===== config.mk =====
export PLATFORM = sky130hd
export DESIGN_NAME = traffic_light_decoder
export DESIGN_NICKNAME = d
export VERILOG_FILES = /design/src/rtl/traffic_light_decoder.sv
export SDC_FILE = /design/constraint.sdc
export NUM_CORES = 1
export LEC_CHECK = 0
export ABC_AREA = 1
export CORE_MARGIN = 3
export CORE_UTILIZATION = 51
export DETAILED_ROUTE_END_ITERATION = 7
export HOLD_SLACK_MARGIN = 0.12
export PLACE_DENSITY = 0.79
export SKIP_CTS_REPAIR_TIMING = 1
export SLEW_MARGIN = 10
export SYNTH_ARGS = -nofsm -noshare
export SYNTH_HDL_FRONTEND = slang
export SYNTH_SLANG_ARGS = --single-unit

===== constraint.sdc =====
create_clock -name clk -period 2.1 [get_ports clk]
set_input_delay 0.42 -clock clk [delete_from_list [all_inputs] [get_ports clk]]
set_output_delay 0.42 -clock clk [all_outputs]
set_load 0.02 [all_outputs]

===== src/rtl/traffic_light_decoder.sv =====
// Lamp-line observer: decodes green/yellow/red back into the 2-bit traffic
// light state code, checks phase order and minimum dwell, and measures phases.
module traffic_light_decoder #(
  parameter int DWELL_W   = 16,
  parameter int MIN_DWELL = 2,
  parameter int ERR_W     = 8
) (
  input  logic               clk,
  input  logic               rst_n,
  input  logic [0:2]         ld,
  output logic [1:0]         state,
  output logic               state_valid,
  output logic               changed,
  output logic               seq_err,
  output logic               illegal_err,
  output logic               short_err,
  output logic [DWELL_W-1:0] dwell,
  output logic [DWELL_W-1:0] last_dwell,
  output logic [ERR_W-1:0]   err_cnt
);

  // Low two bits of each synced state equal its external state code.
  typedef enum logic [2:0] {
    GREEN   = 3'b000,
    YELLOW1 = 3'b001,
    RED     = 3'b010,
    YELLOW2 = 3'b011,
    UNSYNC  = 3'b100
  } trk_t;

  localparam logic [DWELL_W:0] MIN_DWELL_W = (DWELL_W+1)'(MIN_DWELL);

  function automatic trk_t legal_next(input trk_t s);
    case (s)
      GREEN:   legal_next = YELLOW1;
      YELLOW1: legal_next = RED;
      RED:     legal_next = YELLOW2;
      YELLOW2: legal_next = GREEN;
      default: legal_next = UNSYNC;
    endcase
  endfunction

  logic [0:2]         ld_q_r;
  trk_t               trk_r;
  trk_t               trk_nxt_s;
  trk_t               implied_s;
  logic               pat_ok_s;
  logic               chg_s;
  logic               seq_s;
  logic               ill_s;
  logic               shrt_s;
  logic [1:0]         state_nxt_s;
  logic               valid_nxt_s;
  logic [DWELL_W:0]   dwell_inc_s;
  logic [DWELL_W-1:0] dwell_sat_s;
  logic [DWELL_W-1:0] dwell_nxt_s;
  logic [DWELL_W-1:0] last_nxt_s;
  logic [ERR_W-1:0]   err_nxt_s;

  // Classify the sampled lamp pattern into the state it implies from here.
  always_comb begin
    pat_ok_s  = 1'b1;
    implied_s = trk_r;
    case (ld_q_r)
      3'b100: implied_s = GREEN;
      3'b001: implied_s = RED;
      3'b010: begin
        // Yellow is resolved by history; already in a yellow phase means stay.
        case (trk_r)
          GREEN:   implied_s = YELLOW1;
          RED:     implied_s = YELLOW2;
          YELLOW1: implied_s = YELLOW1;
          YELLOW2: implied_s = YELLOW2;
          default: implied_s = UNSYNC;
        endcase
      end
      default: begin
        pat_ok_s  = 1'b0;
        implied_s = UNSYNC;
      end
    endcase
  end

  // Tracker next-state, pulse and dwell computation.
  always_comb begin
    trk_nxt_s   = trk_r;
    chg_s       = 1'b0;
    seq_s       = 1'b0;
    ill_s       = 1'b0;
    shrt_s      = 1'b0;
    state_nxt_s = state;
    valid_nxt_s = state_valid;
    last_nxt_s  = last_dwell;
    dwell_inc_s = {1'b0, dwell} + {{DWELL_W{1'b0}}, 1'b1};
    dwell_sat_s = dwell_inc_s[DWELL_W] ? {DWELL_W{1'b1}} : dwell_inc_s[DWELL_W-1:0];
    dwell_nxt_s = dwell;
    if (trk_r == UNSYNC) begin
      dwell_nxt_s = {DWELL_W{1'b0}};
      if (implied_s != UNSYNC) begin
        trk_nxt_s   = implied_s;
        chg_s       = 1'b1;
        state_nxt_s = implied_s[1:0];
        valid_nxt_s = 1'b1;
      end else begin
        trk_nxt_s   = UNSYNC;
      end
    end else if (!pat_ok_s) begin
      trk_nxt_s   = UNSYNC;
      ill_s       = 1'b1;
      valid_nxt_s = 1'b0;
      dwell_nxt_s = {DWELL_W{1'b0}};
    end else if (implied_s == trk_r) begin
      dwell_nxt_s = dwell_sat_s;
    end else begin
      trk_nxt_s   = implied_s;
      chg_s       = 1'b1;
      seq_s       = (implied_s != legal_next(trk_r));
      shrt_s      = (dwell_inc_s < MIN_DWELL_W);
      state_nxt_s = implied_s[1:0];
      dwell_nxt_s = {DWELL_W{1'b0}};
      last_nxt_s  = dwell_sat_s;
    end
    if ((seq_s || ill_s) && (err_cnt != {ERR_W{1'b1}})) begin
      err_nxt_s = err_cnt + {{(ERR_W-1){1'b0}}, 1'b1};
    end else begin
      err_nxt_s = err_cnt;
    end
  end

  // Input sampling, tracker state and all registered outputs.
  always_ff @(posedge clk or negedge rst_n) begin
    if (!rst_n) begin
      ld_q_r      <= 3'b000;
      trk_r       <= UNSYNC;
      state       <= 2'b00;
      state_valid <= 1'b0;
      changed     <= 1'b0;
      seq_err     <= 1'b0;
      illegal_err <= 1'b0;
      short_err   <= 1'b0;
      dwell       <= {DWELL_W{1'b0}};
      last_dwell  <= {DWELL_W{1'b0}};
      err_cnt     <= {ERR_W{1'b0}};
    end else begin
      ld_q_r      <= ld;
      trk_r       <= trk_nxt_s;
      state       <= state_nxt_s;
      state_valid <= valid_nxt_s;
      changed     <= chg_s;
      seq_err     <= seq_s;
      illegal_err <= ill_s;
      short_err   <= shrt_s;
      dwell       <= dwell_nxt_s;
      last_dwell  <= last_nxt_s;
      err_cnt     <= err_nxt_s;
    end
  end

endmodule

-- Word level (Yosys, flattened, before mapping)
Cells that the tools add are included.
- register bits: 53
- latch bits: 0
- bits in writable memories: 0
- ROM bits: 0
- input bits: 5
- output and inout bits: 47
- word-level logic and storage cells: 75
- memories kept: 0
- add/subtract/negate cells: 2
- multipliers: 0
- div/mod/pow operators: 0
- order comparisons: 1
- equal/unequal tests: 15
- shifts and indexed selects: 0
- mux-type cells: 34
- bitwise logic cells: 2
- reduce and logical (&&, ||, !) cells: 10
- operators with widths (cell ; count):
    2-to-1 mux 16 bit ; 4
    2-to-1 mux 3 bit ; 7
    adder 16 x 1 -> 17 bit, second input constant ; 1
    < comparator 17 x 2 -> 1 bit, second input constant ; 1
    2-to-1 mux 1 bit ; 16
    case mux 3 bit (4 select lines) ; 1
    == test 3 x 2 -> 1 bit, second input constant ; 3
    case mux 3 bit (3 select lines) ; 1
    adder 8 x 1 -> 8 bit, second input constant ; 1
    2-to-1 mux 2 bit ; 4
    != test 8 bit, second input constant ; 1
    == test 3 x 1 -> 1 bit, second input constant ; 2
    == test 3 bit, second input constant ; 2
    != test 3 bit, second input constant ; 2
    case mux 3 bit (2 select lines) ; 1
    AND reduction 3 bit ; 2
    != test 2 x 1 -> 1 bit, second input constant ; 2
    OR reduction 2 bit ; 2
    == test 3 bit ; 1
    zero test 3 bit ; 1
    != test 3 bit ; 1
    OR reduction 3 bit ; 1
    != test 2 bit, second input constant ; 1
    NOT 1 bit ; 2
    other kinds (4) ; 4

-- Logic depth before layout (Yosys ltp)
Gate-level depths: netlist of the first run.
- word-level depth: 14
- mapped depth: 14

-- Worst setup path before layout of the first run
No wires, ideal clock.
- kind: reg2reg
- from: register dwell[1]
- to: register short_err
- setup time: 72 ps
- data arrival time: 1577 ps
- required time: 2028 ps
- path slack: 451 ps
- cell stages (with the launch flop): 12
- path buffers: 0
- period minus slack after synthesis: 1649 ps
- cell sequence: dfrtp_1 ha_1 nand2_1 nor2_2 nand2_1 nand2_1 nand3_1 nor2_1 nand3_1 nor2_1 nand4_1 nor2_1
- longest elaborated chain between the ends: 5
- ends and longest elaborated chain (item ; line ; RTL):
    start, declared ; 17 ; output logic [DWELL_W-1:0] dwell,
    start signal, assigned ; 141 ; dwell <= {DWELL_W{1'b0}};
    start signal, assigned ; 153 ; dwell <= dwell_nxt_s;
    adder 16 x 1 -> 17 bit ; 94 ; dwell_inc_s = {1'b0, dwell} + {{DWELL_W{1'b0}}, 1'b1};
    < comparator 17 x 2 -> 1 bit ; 118 ; shrt_s = (dwell_inc_s < MIN_DWELL_W);
    2-to-1 mux 1 bit ; 112 ; end else if (implied_s == trk_r) begin
    2-to-1 mux 1 bit ; 107 ; end else if (!pat_ok_s) begin
    2-to-1 mux 1 bit ; 97 ; if (trk_r == UNSYNC) begin
    via shrt_s ; 51 ; logic shrt_s;
    end signal, assigned ; 152 ; short_err <= shrt_s;
    end, declared ; 16 ; output logic short_err,
The timed path passes the listed nets, and every way through them passes these cells.
A chain may end at the register's enable or synchronous reset.

-- Final worst setup path of the first run
- from: register dwell[7]
- to: output port dwell[7]
No word-level cell between the ends.

==> flow_summary.ini, run 1 <==
[finish]
layout_commonest_cell = nand2_1
antennaDiodeCount = 0
drive_above_1_share_pct = 11.52
nets = 388
most-common-layout-cells = nand2_1 (91), dfrtp_1 (52), clkdlybuf4s50_1 (50), nor2_1 (47), nand3_1 (26)
syn2layout_area_growth_pct = 25.18

[floorplanning]
rows = 25
ios = 52
core_area_um2 = 4880
initial_utilization_pct = 54.38
die-area_um2 = 6105
die-height_um = 78.14
die_x_um = 78.14

[synth]
synth_warnings = 0
synth-simple-area-share_pct = 34.13
syn_nets = 333
muxShareOfSynthArea_pct = 0
synthAdderAreaFrac_pct = 0.9430
synth_seq_cells = 53
synth-compound-area-share_pct = 5.563
synthXorXnorAreaFrac_pct = 2.640
ys_types = 30
synthesis.area_um2 = 2654
syn_inst = 326
syn_area_per_cell_um2 = 8.140
synth_top_family_by_area = simple AND/OR/NAND/NOR gates
synth.yosys.seq_area_share_pct = 50.02

[cts]
cts_buffer_depth = 2
cts_buffers = 5
cts_tree = built
cts_max_level = 2
ctsRootBufferMaster = clkbuf_8
clk_latency_ns = 0.30
clkSlewWorstSetupHoldPaths_ns = 0.09
cts_num_sinks = 53

[placement]
post-place-ws_ns = 0.2770
portBuffers = 51
place_congestion = 0.8447
dpl.hpwl_um = 4127

[power_and_ir_drop]
finalPower_w = 0.002331
pwr_density_cell_nw_per_um2 = 701.7
p_leak_nw = 1.597
irDropWorstVdd_mv = 0.7278

[timing]
rsz0062_at_grt = false
max_freq_ghz = 0.5449
final.period_utilization_pct = 87.40
timing.hold.ws_ns = 0.4733
finalHoldViolations = 0
slew_headroom_pct = 79.45
skew_ns = 0.007797
drv_slew = 0
setup_viol = 0
tightest_slew_ns = 0.3059
period_needed_ns = 1.835
fin_tns_setup_ns = 0
setup_ws_ns = 0.2647

[global_routing]
grt_overflow = 0
track_usage_pct = 20.05
grt_use_met1_pct = 25.57
antenna_found_initial = 0
grt_max_degree = 54
grt_pass1_vias = 2246
busiest_layer = met2
grt_use_met3_pct = 3.440
grt_util_met2_pct = 34.16
grt_pass1_wl_um = 9818

[routing]
first_iter_violations = 113
ant_nets = 0
wl_per_cell_um = 12.12
first_pass_iters = 4
vias = 2255
viasPerCell = 5.022
drc = 0
wl_um = 5441

[worst_setup_path]
path_cells = clkdlybuf4s50_1
critPathArrivalTime_ns = 1.42
start_kind = flop
crit_type = reg2out
required_ns = 1.68
crit_family = buffers and inverters
cp.buffers_inverters = 1
cp-end-kind = primary output
critPathMaxFanout = 5
critical-path-slowest-cell = clkdlybuf4s50_1
max_stage_delay_ns = 0.65

[status]
status = completed

[hold_path]
hp-class = reg2reg

[run]
cap_violations = 0
[routing by layer]
metal	part of all wire, %	wire, µm	vias up
met5	0	0	-
met4	2.1	115	0
met3	3.4	186	11
met2	49	2645	50
met1	46	2494	1058
li1	-	-	1136
[worst paths after layout]
| path | start | to | slack [ns] | depth (start not counted) |
|---|---|---|---|---|
| hold reg to reg | state[0] | state[0] | 0.47 | 2 |
| hold / removal | state[0] | state[0] | 0.47 | 2 |
| max in group asynchronous | rst_n | trk_r[2] | 1.18 | 3 |
| setup / recovery | dwell[7] | dwell[7] | 0.26 | 1 |
| min in group asynchronous | rst_n | dwell[3] | 0.61 | 3 |
| setup reg to reg | dwell[1] | short_err | 0.30 | 11 |
[state kept, by name, indices dropped and copies added (netlist names)]
signal	flops
changed	1
dwell	16
err_cnt	8
illegal_err	1
last_dwell	16
ld_q_r	3
seq_err	1
short_err	1
state	2
state_valid	1
trk_r	3
[power breakdown]
part	switching [W]	internal, W
Sequential	0.0000844	0.00111
Combinational	0.000335	0.000252
Clock	0.000317	0.000232
Total	0.000736	0.00159
[synthesized netlist by cell type]
| cell type | count | share of area [%] |
|---|---|---|
| nand2_2 | 7 | 1.7 |
| and2_1 | 1 | 0.24 |
| nor2_2 | 5 | 1.2 |
| xor2_1 | 7 | 2.3 |
| buf_6 | 3 | 1.3 |
| ha_1 | 2 | 0.94 |
| clkinv_1 | 1 | 0.14 |
| buf_4 | 2 | 0.57 |
| o21ai_1 | 16 | 3.0 |
| nor3_1 | 3 | 0.57 |
| nand3_1 | 26 | 4.9 |
| nand3b_4 | 1 | 0.75 |
| buf_2 | 1 | 0.19 |
| o21bai_1 | 2 | 0.57 |
| dfrtp_1 | 52 | 49 |
| dfstp_2 | 1 | 0.99 |
| nor2_1 | 47 | 6.6 |
| nand3b_1 | 1 | 0.28 |
| a21oi_2 | 1 | 0.33 |
| a21oi_1 | 5 | 0.94 |
| o21ai_2 | 1 | 0.33 |
| inv_2 | 9 | 1.3 |
| xnor2_1 | 1 | 0.33 |
| nand2_4 | 2 | 0.85 |
| nand4_1 | 6 | 1.4 |
| nor2_4 | 3 | 1.3 |
| nand2_1 | 91 | 13 |
| nand3_2 | 4 | 1.5 |
| inv_1 | 23 | 3.3 |
| o21ai_0 | 2 | 0.38 |
[cells by family after synthesis]
family	after synthesis
flip-flops	53
buffers and inverters	39
AND/OR/NAND/NOR	197
AO/OA/AOI/OAI	27
XOR/XNOR	8
adder cells (fa/ha/maj)	2
[stage by stage]
step	cell area [µm²]	instances	utilization, %
finish	3322	449	68.08
global route	3322	449	68.08
CTS	3312	448	67.87
detailed placement	3229	440	66.18
global placement	3229	440	66.18
floorplan	2654	326	-
[layout make-up]
cell class | count | area, µm²
Clock inverter | 2 | 10.01
Multi-Input combinational cell | 234 | 1149
Inverter | 33 | 123.9
Fill cell | 401 | 1558
Tap cell | 67 | 83.83
Timing Repair Buffer | 54 | 555.5
Sequential cell | 53 | 1328
Clock buffer | 6 | 72.57
Note: power is estimated with default switching activity, not from simulation.
==> run 2: changes to the inputs <==
--- a/config.mk
+++ b/config.mk
@@ -7,10 +7,10 @@
 export LEC_CHECK = 0
 export ABC_AREA = 1
 export CORE_MARGIN = 3
-export CORE_UTILIZATION = 51
+export CORE_UTILIZATION = 44
 export DETAILED_ROUTE_END_ITERATION = 7
 export HOLD_SLACK_MARGIN = 0.12
-export PLACE_DENSITY = 0.79
+export PLACE_DENSITY = 0.7
 export SKIP_CTS_REPAIR_TIMING = 1
 export SLEW_MARGIN = 10
 export SYNTH_ARGS = -nofsm -noshare
==> run 2 against run 1 <==
  * Die area up 15%
  * Worst hold slack improved by 0.014 ns
  * Sequential power barely moved
  * Clock power increased by 7.8%
  * Clock skew shrank 0.0017 ns
  * Register-to-register slack got worse by 0.04 ns
  * Critical path type is now reg2reg
  * Critical endpoint is now short_err
  * Largest power group unchanged
  * Highest routed layer unchanged
==> flow_summary.ini, run 2 (same netlist as run 1, synthesis figures left out) <==
[worst_setup_path]
critPathMaxFanout = 6
critical-path-slowest-cell = dfrtp_1
crit_type = reg2reg
required_ns = 2.33
cp-end-kind = flop
max_stage_delay_ns = 0.42
start_kind = flop
path_cells = ha_1, nand2_1, nor2_2, nand2_1, nand2_1, nand3_1, nor2_1, nand3_1, nor2_1, nand4_1, nor2_1
crit_family = simple AND/OR/NAND/NOR gates
cp.buffers_inverters = 0
critPathArrivalTime_ns = 2.07

[global_routing]
grt_use_met1_pct = 21.88
grt_max_degree = 54
busiest_layer = met2
grt_pass1_wl_um = 9577
grt_pass1_vias = 2163
grt_overflow = 0
antenna_found_initial = 0
track_usage_pct = 16.30
grt_util_met2_pct = 27.11
grt_use_met3_pct = 2.665

[timing]
finalHoldViolations = 0
setup_viol = 0
fin_tns_setup_ns = 0
rsz0062_at_grt = false
tightest_slew_ns = 0.2950
setup_ws_ns = 0.2649
final.period_utilization_pct = 87.38
slew_headroom_pct = 80.26
drv_slew = 0
max_freq_ghz = 0.5449
period_needed_ns = 1.835
skew_ns = 0.006146

[cts]
cts_num_sinks = 53
clk_latency_ns = 0.30
clkSlewWorstSetupHoldPaths_ns = 0.09
cts_tree = built
cts_max_level = 2
cts_buffer_depth = 2
cts_buffers = 5
ctsRootBufferMaster = clkbuf_8

[routing]
drc = 0
vias = 2188
ant_nets = 0
viasPerCell = 4.819
first_iter_violations = 100
wl_per_cell_um = 11.80
first_pass_iters = 4
wl_um = 5357

[finish]
drive_above_1_share_pct = 11.78
fin_cells = 454
most-common-layout-cells = nand2_1 (91), dfrtp_1 (52), clkdlybuf4s50_1 (50), nor2_1 (47), nand3_1 (26)
fin_util_pct = 58.88
antennaDiodeCount = 0
syn2layout_area_growth_pct = 25.93
nets = 388
layout_commonest_cell = nand2_1
biggestRegsByFlops = dwell x16, last_dwell x16, err_cnt x8

[floorplanning]
die-area_um2 = 6999
rows = 27
core_area_um2 = 5675
die_x_um = 83.66
ios = 52
initial_utilization_pct = 46.76
die-height_um = 83.66

[placement]
dp_cells = 445
post-place-ws_ns = 0.2888
place_congestion = 0.8227
portBuffers = 51
dpl.hpwl_um = 4068

[hold_path]
hp-class = reg2reg

[run]
cap_violations = 0

[power_and_ir_drop]
pwr_density_cell_nw_per_um2 = 709.6
p_leak_nw = 1.603
irDropWorstVdd_mv = 0.5182

[status]
status = completed
-- run 2: worst register-to-register path: cells and delay by family (launching register included) --
family / cells / cell delay [ns]
simple gates: 10 / 1.05
flops: 1 / 0.42
fa+ha+maj: 1 / 0.29
-- run 2: metal layers --
metal / part of all wire, % / vias to the layer above
li1: - / 1144
met1: 49 / 986
met2: 47 / 52
met3: 3.4 / 6
met4: 1.3 / 0
met5: 0 / -
-- run 2: cell type report --
cell class                      instances  area (µm²)
Multi-Input combinational cell        234        1149
Inverter                               33       123.9
Clock buffer                            6       82.58
Fill cell                             524        2333
Clock inverter                          2       13.76
Tap cell                               72       90.09
Timing Repair Buffer                   54       555.5
Sequential cell                        53        1328
-- run 2: where the power goes --
group          switching, W  leakage, nW  internal (W)
logic              0.000337        0.837      0.000252
registers         0.0000801        0.715       0.00111
clock network      0.000323       0.0512      0.000268
-- run 2: through the flow --
step | total power (W) | hold slack (ns) | cell area, µm²
finish | 0.002371 | 0.4869 | 3342
global route | 0.002521 | 0.5183 | 3342
CTS | 0.002399 | 0.09470 | 3332
detailed placement | 0.001804 | 0.4328 | 3236
global placement | 0.001801 | 0.4315 | 3236
floorplan | 0.001555 | 0.1244 | 2654
-- run 2: path summary, 6_finish.rpt --
path	start	endpoint	slack [ns]	cells after the start
max in group asynchronous	rst_n	trk_r[2]	1.20	3
worst max-delay path	dwell[1]	short_err	0.26	11
worst min register to register	state[0]	state[0]	0.49	2
worst max register to register	dwell[1]	short_err	0.26	11
min in group asynchronous	rst_n	err_cnt[3]	0.62	3
worst min-delay path	state[0]	state[0]	0.49	2
==> patch 1, RTL diff (settings of run 2) <==
Change the parameter `ERR_W` from 8 to 12.
--- a/src/rtl/traffic_light_decoder.sv
+++ b/src/rtl/traffic_light_decoder.sv
@@ -5,3 +5,3 @@
   parameter int MIN_DWELL = 2,
-  parameter int ERR_W     = 8
+  parameter int ERR_W     = 12
 ) (
Ports: changed (resized err_cnt); port bits go from 52 to 56. The function was not compared with the original's and may differ.
==> patch 1 against run 2 <==
- cell count rose by 12%
- combinational power is 2% higher
- cell area is 13% higher
- die area rose by 10%
- hold slack improved by 0.0021 ns
- fmax down 1.5%
- setup slack worse by 0.029 ns
- sequential share of layout area is 1.8 points lower
- wire length increased by 18%
- sequential cell count is 4 higher
- synthesized area is 11% higher
- power grew 22%
- critical endpoint is now err_cnt[5]
==> patch 1: results (changes against run 2) <==
.. list-table::
   :header-rows: 1

   * - Metric
     - Value
   * - Outcome
     - finished clean (unchanged)
   * - Number of buffers added on ports
     - 55 (was 51)
   * - Instance area at placement
     - 0.00356 mm2 (was 0.00324 mm2)
   * - Count of routing violations after the opening detailed-route iteration
     - 149 (was 100)
   * - Non-clk buf share
     - 15.5% (was 16.6%)
   * - Sequential cell area
     - 0.00143 mm2 (was 0.00133 mm2)
   * - Clock transition at the registers of the reported paths
     - 0.06 ns (was 0.09 ns)
   * - Non-Filler Cell Area, Final
     - 0.00377 mm2 (was 0.00334 mm2)
   * - P_leak
     - 0.00174 uW (was 0.00160 uW)
   * - Total number of H-tree levels
     - 3 (was 2)
   * - Post-Syn Nets
     - 370 (was 333)
   * - Post-Synth XOR/XNOR Area
     - 2.97% (was 2.64%)
   * - Kind of cell with the highest combined delay on the critical path
     - buffers and inverters (was simple AND/OR/NAND/NOR gates)
   * - Bufs w/o clock
     - 58 (was 54)
   * - WP data arrival
     - 1.44 ns (was 2.07 ns)
   * - Transition time of the tightest slew-check pin
     - 0.593 ns (was 0.295 ns)
   * - Pre-CTS setup slack
     - 0.169 ns (was 0.289 ns)
   * - Number of clock sinks seen by CTS
     - 57 (was 53)
   * - First-pass GRT wire length
     - 11100 um (was 9580 um)
   * - M3 GR Usage
     - 4.80% (was 2.67%)
   * - Half-perimeter wire length after placement
     - 4720 um (was 4070 um)
   * - Total of clock buffers placed in the layout
     - 12 (was 6)
   * - Largest registers
     - dwell: 16 flops, last_dwell: 16 flops, err_cnt: 12 flops (was dwell: 16 flops, last_dwell: 16 flops, err_cnt: 8 flops)
   * - Fraction of final layout cells sized beyond drive strength 1
     - 11.6% (was 11.8%)
   * - Delay of the slowest cell on the worst path
     - 0.66 ns (was 0.42 ns)
   * - Number of buffers inserted during clock tree synthesis
     - 9 (was 5)
   * - Cell type of the slowest stage on the worst timing path
     - clkdlybuf4s50_1 (was dfrtp_1)
   * - Vias per cell
     - 4.84 (was 4.82)
   * - Met2 Track Usage GR
     - 28.5% (was 27.1%)
   * - Clock latency on the worst-skew pair
     - 0.33 ns (was 0.30 ns)
   * - Cell count after synthesis
     - 363 (was 326)
   * - Wire length on met2
     - 2910 um (was 2500 um)
   * - Via count of the first global-routing pass
     - 2437 (was 2163)
   * - Met1 GRT Util
     - 25.7% (was 21.9%)
   * - Synth Area in Compound Gates
     - 5.01% (was 5.56%)
   * - Maximum vdd drop
     - 685 uV (was 518 uV)
==> patch 1: worst paths after layout <==
path,slack [ns],endpoint,from,depth (start not counted)
max,0.24,err_cnt[5],err_cnt[5]$_DFFE_PN0P_,1
min,0.49,state[0]$_DFFE_PN0P_,state[0]$_DFFE_PN0P_,2
max reg2reg,0.25,last_dwell[9]$_DFFE_PN0P_,trk_r[2]$_DFFE_PN1P_,7
min reg2reg,0.49,state[0]$_DFFE_PN0P_,state[0]$_DFFE_PN0P_,2
max in group asynchronous,0.90,dwell[9]$_DFF_PN0_,rst_n,3
min in group asynchronous,0.62,err_cnt[6]$_DFFE_PN0P_,rst_n,2
==> patch 1: cells by family (layout without fill, tap and decap cells) <==
family          Yosys count  in the layout
fa+ha+maj                 2              2
buf+inv                  45            112
compound gates           28             28
flops                    57             57
simple gates            221            221
xor+xnor                 10             10
==> patch 1: where the power goes <==
part	switching [uW]	total, uW	internal (uW)
Clock	409	1010	602
Combinational	355	599	244
Sequential	88.2	1270	1180
Total	852	2880	2030
==> patch 2, RTL diff (settings of run 2) <==
Made on the original files. Add an input register stage for `ld`, with the module's reset; this delays it by one clock.
--- a/src/rtl/traffic_light_decoder.sv
+++ b/src/rtl/traffic_light_decoder.sv
@@ -31,2 +31,12 @@
   localparam logic [DWELL_W:0] MIN_DWELL_W = (DWELL_W+1)'(MIN_DWELL);
+
+  logic [0:2] ld_q;
+
+  always_ff @(posedge clk or negedge rst_n) begin
+    if (!rst_n) begin
+      ld_q <= '0;
+    end else begin
+      ld_q <= ld;
+    end
+  end
 
@@ -144,3 +154,3 @@
     end else begin
-      ld_q_r      <= ld;
+      ld_q_r      <= ld_q;
       trk_r       <= trk_nxt_s;
Formal check against the unedited RTL: not equivalent (Yosys sat finds a counterexample within 4 cycles, from zero or initial values and one cycle with rst_n low).
==> patch 2 against run 2 <==
- synthesized area increased by 4.3%
- die area increased by 4.0%
- sequential cell count increased by 3
- cell area increased by 4.7%
- utilization decreased by 0.47 points
- setup slack got worse by 0.0028 ns
- wire length increased by 9.2%
- power increased by 12%
- highest routed layer unchanged
==> patch 2: results (changes against run 2) <==
.. list-table::
   :header-rows: 1

   * - Metric
     - Value
   * - Outcome
     - finished clean (unchanged)
   * - Register-to-Register Path Depth
     - 9 (was 11)
   * - Top cells by instance count after synthesis
     - nand2_1 (83), dfrtp_1 (55), nor2_1 (50) (was nand2_1 (91), dfrtp_1 (52), nor2_1 (47))
   * - Post-Syn Nets
     - 337 (was 333)
   * - Instance area at placement
     - 0.00337 mm2 (was 0.00324 mm2)
   * - Met3 Wirelength
     - 275 um (was 181 um)
   * - Post-Syn Area per Cell
     - 8.39 um2 (was 8.14 um2)
   * - Class of the tightest hold or removal check
     - in -> async (was reg -> reg)
   * - Delay of the slowest cell on the worst path
     - 0.64 ns (was 0.42 ns)
   * - Gate power share
     - 23.2% (was 24.8%)
   * - WP data arrival
     - 1.42 ns (was 2.07 ns)
   * - Fraction of the mapped netlist area in adder cells
     - 0.904% (was 0.943%)
   * - Switching part of the total
     - 29.3% (was 31.2%)
   * - Cell type of the slowest stage on the worst timing path
     - clkdlybuf4s50_1 (was dfrtp_1)
   * - Met2 Track Usage GR
     - 26.6% (was 27.1%)
   * - Most area-consuming cells after synthesis
     - dfrtp_1 (50%), nand2_1 (11%), nor2_1 (6.8%), inv_1 (5.2%), nand3_1 (4.9%) (was dfrtp_1 (49%), nand2_1 (13%), nor2_1 (6.6%), nand3_1 (4.9%), inv_1 (3.3%))
   * - Length of routed wiring on met1
     - 2820 um (was 2610 um)
   * - Wire length on met2
     - 2680 um (was 2500 um)
   * - Portion of the post-synthesis area used by sequential elements
     - 50.7% (was 50.0%)
   * - Netlist cell types
     - 26 (was 30)
   * - Nets
     - 395 (was 388)
   * - P_leak
     - 0.00167 uW (was 0.00160 uW)
   * - Seq. pwr
     - 1270 uW (was 1190 uW)
   * - Clock skew after layout
     - 0.00693 ns (was 0.00615 ns)
   * - Maximum vdd drop
     - 732 uV (was 518 uV)
   * - Via count of the first global-routing pass
     - 2150 (was 2163)
   * - Maximum number of pins on one net before global-route repair
     - 31 (was 54)
   * - Fraction of final layout cells sized beyond drive strength 1
     - 11.8% (about the same)
   * - Kind of cell with the highest combined delay on the critical path
     - buffers and inverters (was simple AND/OR/NAND/NOR gates)
   * - Register-to-Register Setup Slack
     - 0.30 ns (was 0.26 ns)
   * - Transition time of the tightest slew-check pin
     - 0.610 ns (was 0.295 ns)
   * - Reg-to-Reg Start
     - dwell[0]$_DFF_PN0_ (was dwell[1]$_DFF_PN0_)
   * - Vias per cell
     - 4.90 (was 4.82)
   * - Minimum hold slack
     - 0.112 ns (was 0.487 ns)
   * - Half-perimeter wire length after placement
     - 4280 um (was 4070 um)
   * - Final estimated routing congestion in global placement
     - 0.974 (was 0.823)
   * - Global-route usage over all layers
     - 17.3% (was 16.3%)
   * - Combinational power
     - 614 uW (was 589 uW)
-- patch 2: how the worst max path moves through the flow --
stage / start / endpoint / slack, ns
floorplan: dwell[0]$_DFF_PN0_ / last_dwell[10]$_DFFE_PN0P_ / 0.42
global placement: ld_q_r[0]$_DFF_PN0_ / err_cnt[2]$_DFFE_PN0P_ / 0.39
detailed placement: ld_q_r[0]$_DFF_PN0_ / err_cnt[5]$_DFFE_PN0P_ / 0.34
CTS: dwell[4]$_DFF_PN0_ / dwell[4] / 0.25
global route: dwell[0]$_DFF_PN0_ / short_err$_DFF_PN0_ / 0.07
finish: dwell[4]$_DFF_PN0_ / dwell[4] / 0.26
-- patch 2: area by class of cell --
| type | count | area (um2) |
|---|---|---|
| multi-input cells | 227 | 1160 |
| well taps | 75 | 93.8 |
| flip-flops and latches | 56 | 1400 |
| fillers | 541 | 2490 |
| clock inverters | 1 | 30.0 |
| repair buffers | 56 | 556 |
| inverters | 42 | 158 |
| clock buffers | 7 | 96.3 |
